<file path="config.mk">
export PLATFORM = sky130hd
export DESIGN_NAME = perf_event_counter
export DESIGN_NICKNAME = d
export VERILOG_FILES = /design/src/rtl/perf_event_counter.sv
export SDC_FILE = /design/constraint.sdc
export NUM_CORES = 1
export LEC_CHECK = 0
export ABC_AREA = 1
export CORE_ASPECT_RATIO = 0.7
export CORE_MARGIN = 2
export CORE_UTILIZATION = 30
export DETAILED_ROUTE_END_ITERATION = 12
export PLACE_DENSITY = 0.45
export SLEW_MARGIN = 10
export SYNTH_ARGS = -nofsm -noshare
export SYNTH_HDL_FRONTEND = slang
export SYNTH_SLANG_ARGS = --single-unit
</file>
<file path="constraint.sdc">
create_clock -name clk -period 15.24 [get_ports clk]
set_input_delay 1.524 -clock clk [delete_from_list [all_inputs] [get_ports clk]]
set_output_delay 1.524 -clock clk [all_outputs]
set_load 0.05 [all_outputs]
</file>
<file path="src/rtl/perf_event_counter.sv">
// perf_event_counter: performance-monitor block for core pipeline events.
// Counts NUM_EVENTS single-bit event strobes plus a cycle counter, either
// free-running (window_len = 0) or over a fixed window of cycles. Results are
// captured into shadow registers and read back through a registered mux.
//
// Optional feature: define PERF_IRQ_EN to build the window-complete interrupt.
// Without it, irq is tied low and no interrupt logic exists.
//
// State table:
//   IDLE | counters hold, waiting for start
//   RUN  | counting events and cycles; window counter decrements if nonzero
//   DONE | window elapsed, auto-snapshot taken, counters hold
//
// Ports:
//   clk            system clock, rising edge
//   reset          asynchronous active-high reset
//   event_in       per-channel event strobes, counted once per RUN cycle
//   start          pulse: begin/resume counting (reloads window)
//   stop           pulse: halt counting
//   clear          pulse: zero counters, shadows, overflow, snapshot_valid
//   window_len     window length sampled on an accepted start, 0 = free-run
//   snapshot_req   pulse: copy live counters to shadows
//   rd_sel         shadow select, NUM_EVENTS selects the cycle counter
//   rd_data        registered shadow value, one cycle after rd_sel
//   snapshot_valid shadows hold a completed snapshot
//   overflow       sticky saturation flags, bit NUM_EVENTS = cycle counter
//   running        high while in RUN
//   irq            window-complete interrupt
module perf_event_counter #(
  parameter int NUM_EVENTS = 4,
  parameter int CNT_WIDTH  = 32,
  parameter int WIN_WIDTH  = 16,
  parameter int SEL_WIDTH  = 5
) (
  input  logic                  clk,
  input  logic                  reset,
  input  logic [NUM_EVENTS-1:0] event_in,
  input  logic                  start,
  input  logic                  stop,
  input  logic                  clear,
  input  logic [WIN_WIDTH-1:0]  window_len,
  input  logic                  snapshot_req,
  input  logic [SEL_WIDTH-1:0]  rd_sel,
  output logic [CNT_WIDTH-1:0]  rd_data,
  output logic                  snapshot_valid,
  output logic [NUM_EVENTS:0]   overflow,
  output logic                  running,
  output logic                  irq
);

  typedef enum logic [1:0] {IDLE, RUN, DONE} state_t;

  localparam logic [CNT_WIDTH-1:0] CNT_ONE = 1;
  localparam logic [WIN_WIDTH-1:0] WIN_ONE = 1;

  state_t state_q, state_d;

  // Index NUM_EVENTS of the counter/shadow arrays is the cycle counter, so
  // one saturating-increment loop handles all channels.
  logic [CNT_WIDTH-1:0] cnt_q    [NUM_EVENTS+1];
  logic [CNT_WIDTH-1:0] cnt_nxt  [NUM_EVENTS+1];
  logic [CNT_WIDTH-1:0] shadow_q [NUM_EVENTS+1];
  logic [NUM_EVENTS:0]  inc;
  logic [NUM_EVENTS:0]  ovf_set;
  logic [WIN_WIDTH-1:0] win_rem;
  logic [CNT_WIDTH-1:0] rd_mux;
  logic                 count_en;
  logic                 win_dec;
  logic                 win_load;
  logic                 auto_snap;

  assign inc = {1'b1, event_in};

  // clear pre-empts every transition, including a start in the same cycle.
  always_comb begin
    state_d   = state_q;
    count_en  = 1'b0;
    win_dec   = 1'b0;
    win_load  = 1'b0;
    auto_snap = 1'b0;
    case (state_q)
      IDLE: begin
        if (!clear && !stop && start) begin
          state_d  = RUN;
          win_load = 1'b1;
        end
      end
      RUN: begin
        if (!clear) begin
          if (stop) begin
            state_d = IDLE;
          end else begin
            count_en = 1'b1;
            if (win_rem != '0) begin
              win_dec = 1'b1;
              if (win_rem == WIN_ONE) begin
                state_d   = DONE;
                auto_snap = 1'b1;
              end
            end
          end
        end
      end
      DONE: begin
        if (!clear) begin
          if (stop) begin
            state_d = IDLE;
          end else if (start) begin
            state_d  = RUN;
            win_load = 1'b1;
          end
        end
      end
      default: state_d = IDLE;
    endcase
  end

  always_comb begin
    ovf_set = '0;
    for (int i = 0; i <= NUM_EVENTS; i++) begin
      cnt_nxt[i] = cnt_q[i];
      if (count_en && inc[i]) begin
        if (&cnt_q[i]) ovf_set[i] = 1'b1;
        else           cnt_nxt[i] = cnt_q[i] + CNT_ONE;
      end
    end
  end

  always_comb begin
    rd_mux = '0;
    for (int i = 0; i <= NUM_EVENTS; i++) begin
      if (rd_sel == SEL_WIDTH'(i)) rd_mux = shadow_q[i];
    end
  end

  always_ff @(posedge clk or posedge reset) begin
    if (reset) begin
      state_q        <= IDLE;
      running        <= 1'b0;
      rd_data        <= '0;
      overflow       <= '0;
      snapshot_valid <= 1'b0;
      win_rem        <= '0;
      for (int i = 0; i <= NUM_EVENTS; i++) begin
        cnt_q[i]    <= '0;
        shadow_q[i] <= '0;
      end
    end else begin
      state_q <= state_d;
      running <= (state_d == RUN);
      rd_data <= rd_mux;

      if (win_load)     win_rem <= window_len;
      else if (win_dec) win_rem <= win_rem - WIN_ONE;

      if (clear) begin
        overflow       <= '0;
        snapshot_valid <= 1'b0;
        for (int i = 0; i <= NUM_EVENTS; i++) begin
          cnt_q[i]    <= '0;
          shadow_q[i] <= '0;
        end
      end else begin
        overflow <= overflow | ovf_set;
        cnt_q    <= cnt_nxt;
        if (win_load) snapshot_valid <= 1'b0;
        // The window-end snapshot includes the final cycle's increments and
        // takes precedence over a coincident manual request.
        if (auto_snap) begin
          shadow_q       <= cnt_nxt;
          snapshot_valid <= 1'b1;
        end else if (snapshot_req) begin
          shadow_q       <= cnt_q;
          snapshot_valid <= 1'b1;
        end
      end
    end
  end

`ifdef PERF_IRQ_EN
  // irq_hold remembers that the window ended with an overflow pending, which
  // keeps irq asserted until clear instead of a single-cycle pulse.
  logic irq_hold;

  always_ff @(posedge clk or posedge reset) begin
    if (reset) begin
      irq      <= 1'b0;
      irq_hold <= 1'b0;
    end else if (clear) begin
      irq      <= 1'b0;
      irq_hold <= 1'b0;
    end else if (auto_snap) begin
      irq      <= 1'b1;
      irq_hold <= |(overflow | ovf_set);
    end else begin
      irq <= irq_hold;
    end
  end
`else
  assign irq = 1'b0;
`endif

endmodule

</file>
# ---- Word level (Yosys, flattened, before mapping)
# Cells that the tools add are included.
dict set report op_classes {
  n_addsub 6
  n_eq_ne 8
  mux 62
  bitwise 1
  reduce_logical 19
}
# operator n
set op_table {}
lappend op_table {{2-to-1 mux 160 bit} 4}
lappend op_table {{2-to-1 mux 32 bit} 15}
lappend op_table {{adder 32 x 1 -> 32 bit, second input constant} 5}
lappend op_table {{AND reduction 32 bit} 5}
lappend op_table {{2-to-1 mux 16 bit} 2}
lappend op_table {{2-to-1 mux 1 bit} 30}
lappend op_table {{equality test 16 x 1 -> 1 bit, second input constant} 1}
lappend op_table {{2-to-1 mux 2 bit} 8}
lappend op_table {{nonzero test 16 bit} 1}
lappend op_table {{subtractor 16 x 1 -> 16 bit, second input constant} 1}
lappend op_table {{equality test 5 x 2 -> 1 bit, second input constant} 2}
lappend op_table {{logical AND 1 bit} 6}
lappend op_table {{case mux 2 bit (3 select lines)} 1}
lappend op_table {{equality test 5 x 1 -> 1 bit, second input constant} 1}
lappend op_table {{equality test 5 x 3 -> 1 bit, second input constant} 1}
lappend op_table {{zero test 5 bit} 1}
lappend op_table {{2-to-1 mux 5 bit} 1}
lappend op_table {{OR 5 bit} 1}
lappend op_table {{equality test 2 x 1 -> 1 bit, second input constant} 2}
lappend op_table {{nonzero test 4 bit} 1}
lappend op_table {{nonzero test 3 bit} 1}
lappend op_table {{equality test 2 bit, second input constant} 1}
lappend op_table {{zero test 1 bit} 2}
lappend op_table {{zero test 2 bit} 1}
lappend op_table {{other kinds (2)} 2}
dict set report word_totals {
  regBits 377
  input_bits 31
  out_inout_bits 40
  wordCells 112
}

# ---- Longest topological paths before layout
# Gate-level depths: netlist of the first run.
dict set report logic_depth {
  word_depth 9
  ltp_mapped 14
  ltp_nobuf 14
}

# ---- Least setup slack after synthesis of the first run
# OpenSTA, ideal clock, no wires.
dict set report synth_timing {
  path_type {input -> register}
  from {in stop}
  to {reg shadow_q[55] (netlist bit)}
  setup_time_ns 0.117
  t_arrival_ns 2.679
  required_time_ns 15.123
  setup_slack_ns 12.445
  cell_stages 10
  path_buffers 0
  cell_sequence {nor2_2 -> nand2_1 -> nor2_2 -> nand2_1 -> nor2_2 -> nand2_1 -> o21ai_1 -> nand3_1 -> nand2_1 -> nand2_1}
}
dict set report synth_via {
  elab_chain_len 7
  elab_cells_between_ends 11
  classes_between {mux: 9; reduce/logical: 2}
}
# item line_no
set synth_lines {}
lappend synth_lines {{from (decl)} 39} ;# input logic stop,
lappend synth_lines {{2-to-1 mux 1 bit} 90} ;# if (stop) begin
lappend synth_lines {{2-to-1 mux 1 bit} 89} ;# if (!clear) begin
lappend synth_lines {{2-to-1 mux 1 bit} 81} ;# case (state_q)
lappend synth_lines {{logical AND 1 bit} 122} ;# if (count_en && inc[i]) begin
lappend synth_lines {{2-to-1 mux 32 bit} 122}
lappend synth_lines {{2-to-1 mux 160 bit} 169} ;# if (auto_snap) begin
lappend synth_lines {{2-to-1 mux 160 bit} 156} ;# if (clear) begin
lappend synth_lines {{to (signal assigned)} 170} ;# shadow_q <= cnt_nxt;
lappend synth_lines {{to (signal assigned)} 173} ;# shadow_q <= cnt_q;
lappend synth_lines {{to (decl)} 62} ;# logic [CNT_WIDTH-1:0] shadow_q [NUM_EVENTS+1];
# Several ways; a longest one is shown, not always the timed one.
# A chain may end at the register's enable or synchronous reset.

# ---- Worst setup path after layout of the first run
dict set report layout_timing {
  from {in stop}
  to {reg shadow_q[68] (netlist bit)}
}
# The elaborated chain is that of the path after synthesis.

==> flow_summary.json, run 1 <==
{
  "finalCritPeriodShare_pct": 34.50,
  "maxCapViolCount": 0,
  "p_leak_nw": 10.46,
  "layout.nets": 3195,
  "setup_viol": 0,
  "rsz0062_at_grt": "false",
  "cts.sinks": 377,
  "synth_nets": 3202,
  "critPathKind": "in -> reg",
  "wl_um": 85460,
  "syn_area_mm2": 0.02242,
  "drive_above_1_share_pct": 8.122,
  "die_height_um": 232.7,
  "clock_skew_ps": 16.86,
  "cts_tree": "built",
  "core-area_mm2": 0.07363,
  "hold_path_class": "reg -> reg",
  "avgViaCountPerCell": 5.126,
  "synth_cell_types": 42,
  "synth_common_cells": "nand2_1, dfrtp_1, nor2_1, nand3_1, inv_1",
  "yosys.area.top_type": "dfrtp_1",
  "grt_usage_pct": 22.29,
  "syn2layout_area_growth_pct": 12.60,
  "ios": 71,
  "grt_start_max_net_pins": 118,
  "fin_ws_ps": 9982,
  "placed_cell_area_mm2": 0.02377,
  "regArea_mm2": 0.009434,
  "drc_errors": 0,
  "initial_core_util_pct": 30.46,
  "rows": 83,
  "path_clk_slew_ps": 60,
  "synth.ff_latch_count": 377,
  "tns_ps": 0,
  "status": "completed",
  "syn_inst": 3163,
  "yosys-top-cells-area": "dfrtp_1, nand2_1, nand3_1",
  "worstSkewPairLatency_ps": 600,
  "power_density_mw_per_mm2": 94.69,
  "cts_buffer_depth": 3,
  "pre_cts_ws_ps": 9434,
  "total_power_mw": 2.391,
  "synth_top_area_share_pct": 42.07,
  "worstRegToRegCells": 12,
  "worstHoldPathCells": 2,
  "final_hold_viol_count": 0,
  "relSlewSlack_pct": 14.25,
  "gr-total-overflow": 0,
  "worst_slew_pin_slew_ps": 1286,
  "yosysWarnings": 0,
  "antenna_left": 0,
  "cts_hold_buffers": 0,
  "grt_pass1_wl_um": 130100,
  "dr.first_iter.drc_count": 2205,
  "portBuffers": 69,
  "end_kind": "flip-flop",
  "report.final.slew_viol_count": 0,
  "routedWlPerCell_um": 20.51,
  "max_freq_mhz": 190.2,
  "num-fill-cells": 7832,
  "post_cts_buffers": 0,
  "gp_congestion": 0.9014,
  "syn_avg_cell_area_um2": 7.089,
  "final_area_mm2": 0.02525,
  "arrival_ps": 5730,
  "cp-start-kind": "input pin",
  "synth_ff_type": "dfrtp_1",
  "die_w_um": 330.8,
  "postCtsResizedCells": 0,
  "synth-seq-area-share_pct": 42.07,
  "synth.most_common_cell": "nand2_1",
  "worstPathRequired_ps": 15710,
  "cts_buffers": 43,
  "vias": 21350,
  "grt_pass1_vias": 20160,
  "ir_drop_v": 0.00006867,
  "dp_hpwl_um": 59780,
  "dieArea_mm2": 0.07698,
  "cp_max_fo": 85,
  "synth_edf_count": 0,
  "multi_input_comb_area_mm2": 0.01114,
  "clockRootBuffer": "clkbuf_16",
  "ys_async_sr_fraction_pct": 100.0,
  "fin_crit_ps": 5258,
  "antenna_found_initial": 3,
  "antennaDiodeCount": 0,
  "first_pass_iters": 8,
  "cts_max_level": 2
}
-- cell type report --
type                            count  share of cell area [%]
Timing Repair Buffer               93                   3.484
Tap cell                          977                   4.841
Clock buffer                       56                   4.861
Inverter                          295                   4.425
Sequential cell                   377                   37.36
Multi-Input combinational cell   2346                   44.10
Clock inverter                     22                  0.9217
-- registers in the layout (all words and copies together) (netlist names) --
signal / count
cnt_q: 160
overflow: 5
rd_data: 32
running: 1
shadow_q: 160
snapshot_valid: 1
state_q: 2
win_rem: 16
-- power by group --
group	switching [mW]	total, mW	internal (mW)
sequential	0.0307	1.06	1.03
combinational	0.154	0.213	0.0590
clock	0.478	1.12	0.639
-- path summary, 6_finish.rpt --
path | start | end | slack [ps]
worst max register to register | state_q[1]$_DFF_PP0_ | shadow_q[68]$_DFFE_PP0P_ | 11000
max in group asynchronous | reset | cnt_q[24]$_DFF_PP0_ | 11130
worst max-delay path | stop | shadow_q[68]$_DFFE_PP0P_ | 9980
worst min register to register | shadow_q[21]$_DFFE_PP0P_ | shadow_q[21]$_DFFE_PP0P_ | 480
min in group asynchronous | reset | cnt_q[110]$_DFF_PP0_ | 1490
worst min-delay path | shadow_q[21]$_DFFE_PP0P_ | shadow_q[21]$_DFFE_PP0P_ | 480
-- per-layer routing --
layer  routed length [um]  global-route usage (%)  part of all wire, %  vias up
li1                     -                       -                    -    10150
met1                43350                   35.47                   51    10400
met2                33180                   29.95                   39      721
met3                 7365                   4.876                  8.6       80
met4                 1555                   4.695                  1.8        2
met5                   13                       0                0.015        -
-- placed cells by master (no fill, tap or decap), drive strengths merged --
cell type,Yosys,final
a21oi,255,255
a221oi,11,11
a22oi,2,2
a31oi,4,4
a41oi,16,16
and2,3,3
buf,96,25
bufinv,0,4
clkbuf,49,56
clkdlybuf4s50,0,68
clkinv,3,14
clkinvlp,0,3
conb,1,1
dfrtp,377,377
ha,8,8
inv,292,296
nand2,1100,1100
nand3,309,309
nand3b,8,8
nand4,80,80
nor2,347,347
nor3,28,28
nor3b,3,3
o211ai,8,8
o21a,5,5
o21ai,81,81
o21bai,3,3
o22ai,2,2
or2,4,4
xnor2,4,4
xor2,64,64
-- metrics by stage --
| step | utilization (%) | hold WS (ps) | cells |
|---|---|---|---|
| 6_report | 34.29 | 482.8 | 4166 |
| 2_1_floorplan | - | 448.8 | 3163 |
| 3_3_place_gp | 32.29 | 465.9 | 4087 |
| 4_1_cts | 34.27 | 484.2 | 4165 |
| 3_5_place_dp | 32.29 | 466.5 | 4087 |
| 5_1_grt | 34.29 | 503.9 | 4166 |
-- cell families (layout without fill, tap and decap cells) --
group | Yosys count | after routing | share of synthesized area (%)
simple gates | 1882 | 1882 | 35.36
buf+inv | 440 | 466 | 8.431
flops | 377 | 377 | 42.07
fa+ha+maj | 8 | 8 | 0.4464
xor+xnor | 68 | 68 | 2.656
compound gates | 387 | 387 | 11.01
other cells | 1 | 1 | 0.01672
-- worst max-delay path, cell delays in order --
cell             delay (ps)
clkdlybuf4s50_1         520
nor2_2                   70
inv_2                    80
nor2_4                   30
buf_4                   310
nand3_4                 140
buf_4                   480
nand2_2                 220
nand2_8                 640
buf_4                   970
inv_1                   240
nand3_1                 190
nand2_1                  80
Power figures use the tool's default switching activity.
==> run 2, diff against run 1 <==
clock period = 5.5 ns   (was 15.24 ns; I/O delays follow)
==> run 2 against run 1 <==
- worst setup slack worse by 7700 ps
- die area stayed put
- clock skew is 14 ps higher
- critical path depth is 2 lower
- count of clock-buffer cells in the layout is 2 higher
- combinational power grew to 2.8 times the previous value
- register-to-register slack worse by 8700 ps
- sequential cell count stayed put
==> flow_summary.json, run 2 (synthesized netlist as in run 1, its figures left out) <==
{
  "portBuffers": 69,
  "most-common-layout-cells": "nand2_1, dfrtp_1, nor2_1",
  "layout.nets": 3203,
  "gp_congestion": 0.9132,
  "ir_drop_v": 0.0002051,
  "cts_hold_buffers": 0,
  "final_core_util_pct": 34.43,
  "avgViaCountPerCell": 5.167,
  "p_leak_nw": 10.51,
  "first_pass_iters": 7,
  "tns_ps": 0,
  "antennaDiodeCount": 0,
  "clock_skew_ps": 30.42,
  "cp-start-kind": "flip-flop",
  "drc_errors": 0,
  "wl_um": 86660,
  "cts.sinks": 377,
  "layout_commonest_cell": "nand2_1",
  "grt_start_max_net_pins": 153,
  "ios": 71,
  "grt_pass1_wl_um": 131800,
  "cts_max_level": 2,
  "post_cts_buffers": 0,
  "arrival_ps": 3640,
  "core-area_mm2": 0.07363,
  "worstPathRequired_ps": 5950,
  "dp_hpwl_um": 61210,
  "dr.first_iter.drc_count": 2317,
  "num-fill-cells": 7823,
  "gr-total-overflow": 0,
  "cts_buffers": 44,
  "setup_viol": 0,
  "drive_above_1_share_pct": 8.383,
  "grt_pass1_vias": 20030,
  "antenna_left": 0,
  "vias": 21570,
  "worst_slew_pin_slew_ps": 1230,
  "die_height_um": 232.7,
  "clockRootBuffer": "clkbuf_16",
  "max_freq_mhz": 314.0,
  "grt_usage_pct": 22.64,
  "postCtsResizedCells": 0,
  "maxCapViolCount": 0,
  "antenna_found_initial": 4,
  "worstSkewPairLatency_ps": 600,
  "cts_buffer_depth": 3,
  "report.final.slew_viol_count": 0,
  "rsz0062_at_grt": "false",
  "final_hold_viol_count": 0,
  "fin_crit_ps": 3185,
  "regArea_mm2": 0.009434,
  "critPathKind": "reg -> reg",
  "finalCritPeriodShare_pct": 57.91,
  "initial_core_util_pct": 30.46,
  "top_regs": "cnt_q: 160 flops, shadow_q: 160 flops, rd_data: 32 flops",
  "cp_max_fo": 47,
  "multi_input_comb_area_mm2": 0.01114,
  "routedWlPerCell_um": 20.76,
  "status": "completed",
  "syn2layout_area_growth_pct": 13.06,
  "relSlewSlack_pct": 17.99,
  "path_clk_slew_ps": 60,
  "power_density_mw_per_mm2": 260.6,
  "end_kind": "flip-flop",
  "rows": 83,
  "dieArea_mm2": 0.07698,
  "hold_path_class": "in -> reg",
  "cts_tree": "built",
  "die_w_um": 330.8
}
-- run 2: final cells by class --
cell class | instances | share of cell area, %
repair buffers | 100 | 3.894
flip-flops and latches | 377 | 37.21
clock inverters | 21 | 0.7699
well taps | 977 | 4.822
multi-input cells | 2346 | 43.92
clock buffers | 58 | 4.989
inverters | 295 | 4.392
-- run 2: worst paths after layout --
check	startpoint	to	slack, ps	cells past startpoint
max	win_rem[0]$_DFFE_PP0P_	shadow_q[112]$_DFFE_PP0P_	2320	11
min	clear	cnt_q[142]$_DFF_PP0_	350	2
max reg2reg	win_rem[0]$_DFFE_PP0P_	shadow_q[112]$_DFFE_PP0P_	2320	11
min reg2reg	shadow_q[158]$_DFFE_PP0P_	shadow_q[158]$_DFFE_PP0P_	480	2
max in group asynchronous	reset	win_rem[12]$_DFFE_PP0P_	3650	3
min in group asynchronous	reset	shadow_q[116]$_DFFE_PP0P_	450	2
-- run 2: critical path, cell delays in order, from the launching register on --
cell and delay (ps):
dfrtp_1 400, inv_1 140, ha_1 190, inv_1 50, nand2_1 60, nor3_2 70
nand3_4 200, buf_4 760, buf_4 720, a21oi_2 110, nand2_1 220, nand2_1 80
-- run 2: through the flow --
| stage | cell area, um2 | hold WS (ps) | std cells | setup slack [ps] | total power [mW] |
|---|---|---|---|---|---|
| final | 25350 | 345.3 | 4174 | 2315 | 6.606 |
| after global routing | 25350 | 355.6 | 4174 | 2064 | 6.877 |
| after CTS | 25350 | 322.6 | 4174 | 2300 | 6.696 |
| after detailed placement | 23890 | 469.3 | 4095 | 1769 | 3.591 |
| after global placement | 23890 | 464.1 | 4095 | 1784 | 3.583 |
| after floorplan | 22430 | 448.8 | 3163 | -114.1 | 3.396 |
-- run 2: routing by layer --
| layer | wire, um | GRT usage, % |
|---|---|---|
| met1 | 45140 | 36.57 |
| met3 | 5769 | 3.402 |
| met4 | 1289 | 3.959 |
| met2 | 34460 | 31.29 |
| met5 | 0 | 0 |
-- run 2: power breakdown --
group	leakage [nW]	switching, mW	internal, mW	total, mW
Sequential	5.21	0.0894	2.86	2.95
Clock	0.726	1.31	1.76	3.07
Combinational	4.57	0.423	0.170	0.592
Total	10.5	1.82	4.78	6.61
